**src/rtl/cpu_control_unit.sv**
```systemverilog
// cpu_control_unit: hardwired multi-cycle control sequencer for the CPU datapath.
// Each instruction is fetched (F0, F1, F2) and then executed in up to four
// states (EX0..EX3). A 3-bit wait counter stretches every memory read to
// MEM_LAT cycles.
// Optional build macro CU_COND_EXT_EN: when defined, opcode B is JS (jump if
// S) and opcode C is JV (jump if V). When undefined, both execute as NOP.
module cpu_control_unit #(
    parameter int unsigned MEM_LAT = 1
) (
    input  logic        clk,
    input  logic        rst,
    input  logic [15:0] IR1,
    input  logic        C,
    input  logic        V,
    input  logic        S,
    input  logic        Z,
    output logic        Lmar,
    output logic        Lir,
    output logic        Lbuff,
    output logic        Lpc,
    output logic        Lsp,
    output logic        Lreg,
    output logic        Lmdr,
    output logic        Lalu,
    output logic        Tpc,
    output logic        Tmdr,
    output logic        T1,
    output logic        Tbuff,
    output logic        Tsp,
    output logic        Treg,
    output logic        Tlabel,
    output logic        rd,
    output logic        wr,
    output logic [2:0]  fsel,
    output logic        halted,
    output logic        instr_done
);

    typedef enum logic [2:0] {
        S_F0, S_F1, S_F2, S_EX0, S_EX1, S_EX2, S_EX3, S_HALT
    } state_e;

    typedef enum logic [3:0] {
        OP_NOP  = 4'h0, OP_LDI  = 4'h1, OP_ADDI = 4'h2, OP_SUBI = 4'h3,
        OP_LD   = 4'h4, OP_ST   = 4'h5, OP_JMP  = 4'h6, OP_JZ   = 4'h7,
        OP_JC   = 4'h8, OP_PUSH = 4'h9, OP_POP  = 4'hA, OP_JS   = 4'hB,
        OP_JV   = 4'hC, OP_HALT = 4'hF
    } op_e;

    typedef enum logic [2:0] {
        FS_PASS = 3'b000, FS_ADD = 3'b001, FS_SUB = 3'b010, FS_AND = 3'b011,
        FS_OR   = 3'b100, FS_XOR = 3'b101, FS_NOT = 3'b110, FS_BMA = 3'b111
    } fsel_e;

    // All control outputs are gathered in one struct so that the reset gate is a single assignment.
    typedef struct packed {
        logic  lmar, lir, lbuff, lpc, lsp, lreg, lmdr, lalu;
        logic  tpc, tmdr, t1, tbuff, tsp, treg, tlabel;
        logic  rd, wr;
        fsel_e fsel;
        logic  halted, done;
    } ctrl_t;

    localparam logic [2:0] LAT_M1 = 3'(MEM_LAT - 1);

    state_e     state_q, state_d;
    logic [2:0] cnt_q, cnt_d;
    ctrl_t      ctrl, ctrl_g;
    op_e        op;
    logic       last_rd;

    assign op      = op_e'(IR1[15:12]);
    assign last_rd = (cnt_q == 3'd0);

`ifdef CU_COND_EXT_EN
    logic unused_ir;
    assign unused_ir = ^IR1[11:0];
`else
    logic unused_ir;
    assign unused_ir = ^{IR1[11:0], S, V};
`endif

    // State and wait-counter registers, with synchronous active-low reset.
    always_ff @(posedge clk) begin
        // NOTE: sequential state uses non-blocking assignments, so every register samples pre-edge values.
        if (!rst) begin
            state_q <= S_F0;
            cnt_q   <= 3'd0;
        end else begin
            state_q <= state_d;
            cnt_q   <= cnt_d;
        end
    end

    // Next-state logic, wait-counter update and control decode for the current state.
    always_comb begin
        // NOTE: every output of this block gets a default first, so no path infers a latch.
        ctrl    = '0;
        state_d = state_q;
        cnt_d   = last_rd ? 3'd0 : cnt_q - 3'd1;
        unique case (state_q)
            S_F0: begin
                ctrl.tpc = 1'b1; ctrl.lmar = 1'b1; ctrl.lbuff = 1'b1;
                state_d  = S_F1;
                cnt_d    = LAT_M1;
            end
            S_F1: begin
                ctrl.rd = 1'b1;
                if (cnt_q == LAT_M1) begin
                    ctrl.t1 = 1'b1; ctrl.tbuff = 1'b1; ctrl.fsel = FS_ADD; ctrl.lpc = 1'b1;
                end
                if (last_rd) begin
                    ctrl.lmdr = 1'b1;
                    state_d   = S_F2;
                end
            end
            S_F2: begin
                ctrl.tmdr = 1'b1; ctrl.lir = 1'b1;
                state_d   = S_EX0;
            end
            S_EX0: begin
                state_d = S_F0;
                case (op)
                    OP_LDI: begin
                        ctrl.tlabel = 1'b1; ctrl.lreg = 1'b1; ctrl.done = 1'b1;
                    end
                    OP_ADDI, OP_SUBI: begin
                        ctrl.treg = 1'b1; ctrl.lbuff = 1'b1;
                        state_d   = S_EX1;
                    end
                    OP_LD: begin
                        ctrl.tlabel = 1'b1; ctrl.lmar = 1'b1;
                        state_d     = S_EX1;
                        cnt_d       = LAT_M1;
                    end
                    OP_ST: begin
                        ctrl.tlabel = 1'b1; ctrl.lmar = 1'b1;
                        state_d     = S_EX1;
                    end
                    OP_JMP: begin
                        ctrl.tlabel = 1'b1; ctrl.lpc = 1'b1; ctrl.done = 1'b1;
                    end
                    OP_JZ: begin
                        ctrl.tlabel = Z; ctrl.lpc = Z; ctrl.done = 1'b1;
                    end
                    OP_JC: begin
                        ctrl.tlabel = C; ctrl.lpc = C; ctrl.done = 1'b1;
                    end
`ifdef CU_COND_EXT_EN
                    OP_JS: begin
                        ctrl.tlabel = S; ctrl.lpc = S; ctrl.done = 1'b1;
                    end
                    OP_JV: begin
                        ctrl.tlabel = V; ctrl.lpc = V; ctrl.done = 1'b1;
                    end
`endif
                    OP_PUSH: begin
                        ctrl.tsp = 1'b1; ctrl.lbuff = 1'b1;
                        state_d  = S_EX1;
                    end
                    OP_POP: begin
                        ctrl.tsp = 1'b1; ctrl.lmar = 1'b1; ctrl.lbuff = 1'b1;
                        state_d  = S_EX1;
                    end
                    OP_HALT: state_d = S_HALT;
                    default: ctrl.done = 1'b1;
                endcase
            end
            S_EX1: begin
                state_d = S_F0;
                case (op)
                    OP_ADDI, OP_SUBI: begin
                        ctrl.tlabel = 1'b1; ctrl.tbuff = 1'b1; ctrl.lalu = 1'b1;
                        ctrl.lreg   = 1'b1; ctrl.done  = 1'b1;
                        ctrl.fsel   = (op == OP_ADDI) ? FS_ADD : FS_BMA;
                    end
                    OP_LD: begin
                        ctrl.rd = 1'b1;
                        state_d = S_EX1;
                        if (last_rd) begin
                            ctrl.lmdr = 1'b1;
                            state_d   = S_EX2;
                        end
                    end
                    OP_ST: begin
                        ctrl.treg = 1'b1; ctrl.lmdr = 1'b1;
                        state_d   = S_EX2;
                    end
                    OP_PUSH: begin
                        ctrl.t1  = 1'b1; ctrl.tbuff = 1'b1; ctrl.fsel = FS_BMA;
                        ctrl.lsp = 1'b1; ctrl.lmar  = 1'b1;
                        state_d  = S_EX2;
                    end
                    OP_POP: begin
                        ctrl.t1  = 1'b1; ctrl.tbuff = 1'b1; ctrl.fsel = FS_ADD;
                        ctrl.lsp = 1'b1;
                        state_d  = S_EX2;
                        cnt_d    = LAT_M1;
                    end
                    default: ;
                endcase
            end
            S_EX2: begin
                state_d = S_F0;
                case (op)
                    OP_LD: begin
                        ctrl.tmdr = 1'b1; ctrl.lreg = 1'b1; ctrl.done = 1'b1;
                    end
                    OP_ST: begin
                        ctrl.wr = 1'b1; ctrl.done = 1'b1;
                    end
                    OP_PUSH: begin
                        ctrl.treg = 1'b1; ctrl.lmdr = 1'b1;
                        state_d   = S_EX3;
                    end
                    OP_POP: begin
                        ctrl.rd = 1'b1;
                        state_d = S_EX2;
                        if (last_rd) begin
                            ctrl.lmdr = 1'b1;
                            state_d   = S_EX3;
                        end
                    end
                    default: ;
                endcase
            end
            S_EX3: begin
                state_d = S_F0;
                if (op == OP_PUSH) begin
                    ctrl.wr = 1'b1; ctrl.done = 1'b1;
                end else if (op == OP_POP) begin
                    ctrl.tmdr = 1'b1; ctrl.lreg = 1'b1; ctrl.done = 1'b1;
                end
            end
            S_HALT: ctrl.halted = 1'b1;
            default: state_d = S_F0;
        endcase
    end

    // While reset is held every control line is forced low.
    assign ctrl_g = rst ? ctrl : '0;

    assign Lmar       = ctrl_g.lmar;
    assign Lir        = ctrl_g.lir;
    assign Lbuff      = ctrl_g.lbuff;
    assign Lpc        = ctrl_g.lpc;
    assign Lsp        = ctrl_g.lsp;
    assign Lreg       = ctrl_g.lreg;
    assign Lmdr       = ctrl_g.lmdr;
    assign Lalu       = ctrl_g.lalu;
    assign Tpc        = ctrl_g.tpc;
    assign Tmdr       = ctrl_g.tmdr;
    assign T1         = ctrl_g.t1;
    assign Tbuff      = ctrl_g.tbuff;
    assign Tsp        = ctrl_g.tsp;
    assign Treg       = ctrl_g.treg;
    assign Tlabel     = ctrl_g.tlabel;
    assign rd         = ctrl_g.rd;
    assign wr         = ctrl_g.wr;
    assign fsel       = ctrl_g.fsel;
    assign halted     = ctrl_g.halted;
    assign instr_done = ctrl_g.done;

endmodule
```
**config.mk**
```make
export PLATFORM = sky130hd
export DESIGN_NAME = cpu_control_unit
export DESIGN_NICKNAME = d
export VERILOG_FILES = /design/src/rtl/cpu_control_unit.sv
export SDC_FILE = /design/constraint.sdc
export NUM_CORES = 1
export LEC_CHECK = 0
export CORE_ASPECT_RATIO = 1.75
export CORE_MARGIN = 10
export CORE_UTILIZATION = 31
export DETAILED_ROUTE_END_ITERATION = 7
export PLACE_DENSITY = 0.63
export SLEW_MARGIN = 20
export SYNTH_ARGS = -nofsm -noshare
export SYNTH_HDL_FRONTEND = slang
export SYNTH_SLANG_ARGS = --single-unit
```
**constraint.sdc**
```tcl
create_clock -name clk -period 5.6 [get_ports clk]
set_clock_uncertainty 0.2 [all_clocks]
set_input_delay 1.4 -clock clk [delete_from_list [all_inputs] [get_ports clk]]
set_output_delay 1.4 -clock clk [all_outputs]
set_load 0.005 [all_outputs]
```
* Yosys cells after proc, flatten, opt, wreduce, memory -nomap -nowiden
Cells that the tools add are included.
** Word-level totals
- Register bits :: 6
- Bits of input ports :: 22
- Output and inout bits :: 22
- Logic and storage cells :: 88
** Operators by class
- Add/subtract/negate cells :: 1
- Eq/ne operators :: 19
- Mux-type cells :: 53
- Reductions and logical operators :: 13
** Operators with widths (count)
- case mux 3 bit (2 select lines) :: 4
- two-way mux 1 bit :: 22
- two-way mux 22 bit :: 1
- case mux 1 bit (3 select lines) :: 7
- case mux 3 bit (7 select lines) :: 1
- case mux 3 bit (3 select lines) :: 2
- == test 4 x 3 -> 1 bit, second input constant :: 4
- == test 4 bit, second input constant :: 4
- two-way mux 3 bit :: 5
- == test 3 bit, second input constant :: 4
- case mux 1 bit (2 select lines) :: 6
- == test 4 x 2 -> 1 bit, second input constant :: 2
- case mux 1 bit (4 select lines) :: 2
- OR reduction 4 bit :: 2
- nonzero test 7 bit :: 1
- OR reduction 7 bit :: 1
- == test 3 x 2 -> 1 bit, second input constant :: 2
- zero test 3 bit :: 2
- OR reduction 2 bit :: 3
- OR reduction 3 bit :: 2
- OR reduction 6 bit :: 1
- == test 4 x 1 -> 1 bit, second input constant :: 1
- two-way mux 2 bit :: 2
- case mux 2 bit (2 select lines) :: 1
- other kinds (4) :: 4

* Logic depth before layout (Yosys ltp)
- Depth after elaboration :: 5
- Depth in mapped cells :: 6
- Mapped depth without buffers :: 4

* Least setup slack after synthesis
No wires, ideal clock.
- Path kind :: input port to output port
- Start :: input IR1[15]
- End :: output fsel[2]
- Data arrival time :: 2382 ps
- Required time :: 4000 ps
- Setup slack :: 1618 ps
- Stages :: 5
- Buffers on the path :: 3
- Path through :: buf_2 > buf_4 > xnor2_1 > nor4b_1 > buf_4
** Between the ends
- Longest elaborated chain between the ends :: 5
- Elaborated cells between the ends (all ways) :: 9
- Classes of those cells :: eq/ne (4); mux (4); reduce/logical (1)
** RTL lines
- from (decl) :: line 12 : input logic [15:0] IR1,
- == test 4 x 2 -> 1 bit, on equally long branches :: line 171, 175
- two-way mux 3 bit or OR reduction 2 bit (tied branches) :: line 175, 171
- case mux 3 bit (3 select lines) (*) :: line 171 : case (op)
- case mux 3 bit (2 select lines) (*) :: line 101 : unique case (state_q)
- two-way mux 22 bit (*) :: line 241 : assign ctrl_g = rst ? ctrl : '0;
- to (decl) :: line 34 : output logic [2:0] fsel,
Every way passes the cells marked *; elsewhere a longest branch is shown, timed or not.

* Worst setup path after layout
- Start :: input IR1[15]
- End :: output Lmdr
** Between the ends
- Longest elaborated chain between the ends :: 4
- Elaborated cells between the ends (all ways) :: 8
- Classes of those cells :: eq/ne (4); mux (4)
** RTL lines
- == test 4 bit or == test 4 x 3 -> 1 bit (tied branches) :: line 205, 171
- case mux 1 bit (2 select lines), on equally long branches :: line 205, 171
- case mux 1 bit (3 select lines) (*) :: line 101
- two-way mux 22 bit (*) :: line 241
- to (decl) :: line 23 : output logic Lmdr,
Marks and branches as above.

==> impl_metrics.csv <==
group,metric,value,unit
outcome,status,"finished, final reports clean",
route,post-route-drc-count,0,
synth,syn_inst,151,
global_route,grtUsageTotal,10.9,%
worst_setup_path,cp-end-kind,"output pin",
timing,setup_tns,0,ns
place,routabilityCongestion,0.916,
global_route,grt_max_degree,28,
cells_and_area,insertedDiodeCount,0,
place,portBuffers,29,
floorplanning,rows,27,
worst_setup_path,cp-start-kind,"primary input",
route,ant_nets,0,
synth,synth_flop_cell,"dfxtp_1",
synth,avgSynthCellArea,6.81,µm²
global_route,top_usage_layer,"met2",
clock_tree,clk_latency,0.22,ns
synth,synth_nets,173,
timing,fin_crit,5.26,ns
synth,ys_warn_count,0,
route,routedWlPerCell,15.4,µm
cells_and_area,final_core_util,42.9,%
global_route,grt_util_met1,10.9,%
hold_path,holdPathStages,2,
floorplanning,core_area,3180,µm²
place,placed_area,1320,µm²
floorplanning,die_w,63.5,µm
global_route,grt_pass1_wl,5500,µm
floorplanning,ios,44,
clock_tree,numCtsBuffers,3,
pwr,ir_drop,0.0000683,V
clock_tree,path_clk_slew,0.03,ns
synth,async_reset_ff_share,0,%
synth,ys_top_cells_by_area,"dfxtp_1, nand2_1, a21oi_1",
route,dr.pass1.iters,4,
synth,synth_top_cell_area_share,11.7,%
cells_and_area,layout.nets,198,
global_route,gr-usage-met3,2.91,%
timing,relSlewSlack,41.9,%
worst_setup_path,crit_type,"primary input to output pin",
clock_tree,max-clock-path-buffers,2,
worst_setup_path,reg2reg_depth,4,
worst_setup_path,cp.arrival,3.66,ns
route,dr_total_vias,1251,
synth,ys_seq_area_share,11.7,%
clock_tree,numClockSinks,6,
worst_setup_path,cp_max_fo,17,
pwr,power.density,138,nW/µm²
worst_setup_path,cp.required,4.00,ns
cells_and_area,layout_common_cells,"clkdlybuf4s50_1, nand2_1, nor2_1",
cells_and_area,fill_cells,350,
synth,synth_top_area_cell,"dfxtp_1",
hold_path,hold_path.class,"flip-flop to flip-flop",
route,dr.first_iter.drc_count,61,
clock_tree,cts-htree-levels,1,
synth,syn_area,1030,µm²
synth,synth_cell_types,46,
route,wl,3340,µm
pwr,leakagePower,0.000446,µW
cells_and_area,design_area,1360,µm²
clock_tree,cts_tree,"built",
cells_and_area,final_common_cell,"clkdlybuf4s50_1",
synth,synth-edff-count,0,
clock_tree,post_cts_buffers,0,
timing,finalCritPeriodShare,93.9,%
floorplanning,die-area,6110,µm²
floorplanning,initial_core_util,32.4,%
global_route,antenna_found_initial,0,
global_route,gr-usage-met2,19.8,%
clock_tree,postCtsResizedCells,0,
timing,rsz0062_at_grt,"false",
job,maxCapViolCount,0,
cells_and_area,layout-drive-gt1-share,8.05,%
timing,setup_viol,0,
timing,fmax,190,MHz
timing,tightest_slew,0.870,ns
synth,ys_ff_latch,6,
clock_tree,clk_root_buffer_cell,"clkbuf_8",
clock_tree,ctsHoldBuffers,0,
global_route,grt_overflow,0,
cells_and_area,area_delta_synth_final,32.4,%
floorplanning,die_h,96.2,µm
place,dp.final_hpwl,2600,µm
timing,finalMaxSlewViolations,0,
timing,hold_violations,0,
route,via_per_inst,5.76,
global_route,grt_pass1_vias,1199,
==> area by class of cell <==
type,instances,area [µm²],area share (%)
flip-flops and latches,6,120,8.82
multi-input cells,125,796,58.5
inverters,6,22.5,1.65
well taps,43,53.8,3.95
repair buffers,34,328,24.1
clock buffers,3,41.3,3.03
==> cell usage after synthesis, drive strengths merged, types with 3 or more instances <==
cell type	number
a211oi	3
a21oi	13
a31oi	3
buf	14
dfxtp	6
inv	6
nand2	18
nand2b	4
nor2	14
nor2b	9
nor3	3
nor3b	5
nor4b	3
o21ai	12
==> state kept, by name (all words and copies together), names as in the netlist <==
signal,flops
cnt_q,3
state_q,3
==> worst max-delay path, cell delays in order <==
cell and delay (ns):
clkdlybuf4s50_1 0.84, and4bb_1 0.43, a21oi_1 0.11, o21ai_0 0.20
a31o_1 0.17, clkdlybuf4s50_1 0.51
==> power breakdown <==
part           switching [µW]  internal [µW]
logic                    33.0           35.4
registers                9.98           44.5
clock network            18.4           46.2
total                    61.4            126
==> metrics by stage <==
step           hold slack [ns]  total power (µW)  setup slack (ns)  cells
2_1_floorplan            0.268              96.1              1.62    151
3_3_place_gp             0.277               122             0.369    214
3_5_place_dp             0.303               123             0.375    214
4_1_cts                  0.302               189             0.376    217
5_1_grt                  0.351               198             0.241    217
6_report                 0.299               188             0.341    217
==> logic make-up (layout without fill, tap and decap cells) <==
kind of cell | after synthesis | count (layout) | synth area share (%)
AO/OA/AOI/OAI | 50 | 50 | 32.8
AND/OR/NAND/NOR | 73 | 73 | 42.1
flip-flops | 6 | 6 | 11.7
XOR/XNOR | 2 | 2 | 2.43
buffers and inverters | 20 | 43 | 10.9
==> worst paths after layout <==
path / from / to / slack [ns]
max: IR1[15] / Lmdr / 0.34
min: cnt_q[2] / cnt_q[1] / 0.30
min reg2reg: cnt_q[2] / cnt_q[1] / 0.30
max reg2reg: state_q[0] / cnt_q[2] / 3.68
==> layer usage <==
layer,up-vias,wire length (µm)
met5,-,0
met4,0,97
met3,9,208
met2,49,1740
met1,592,1290
li1,601,-
No activity file was read; power rests on OpenSTA's default activity.
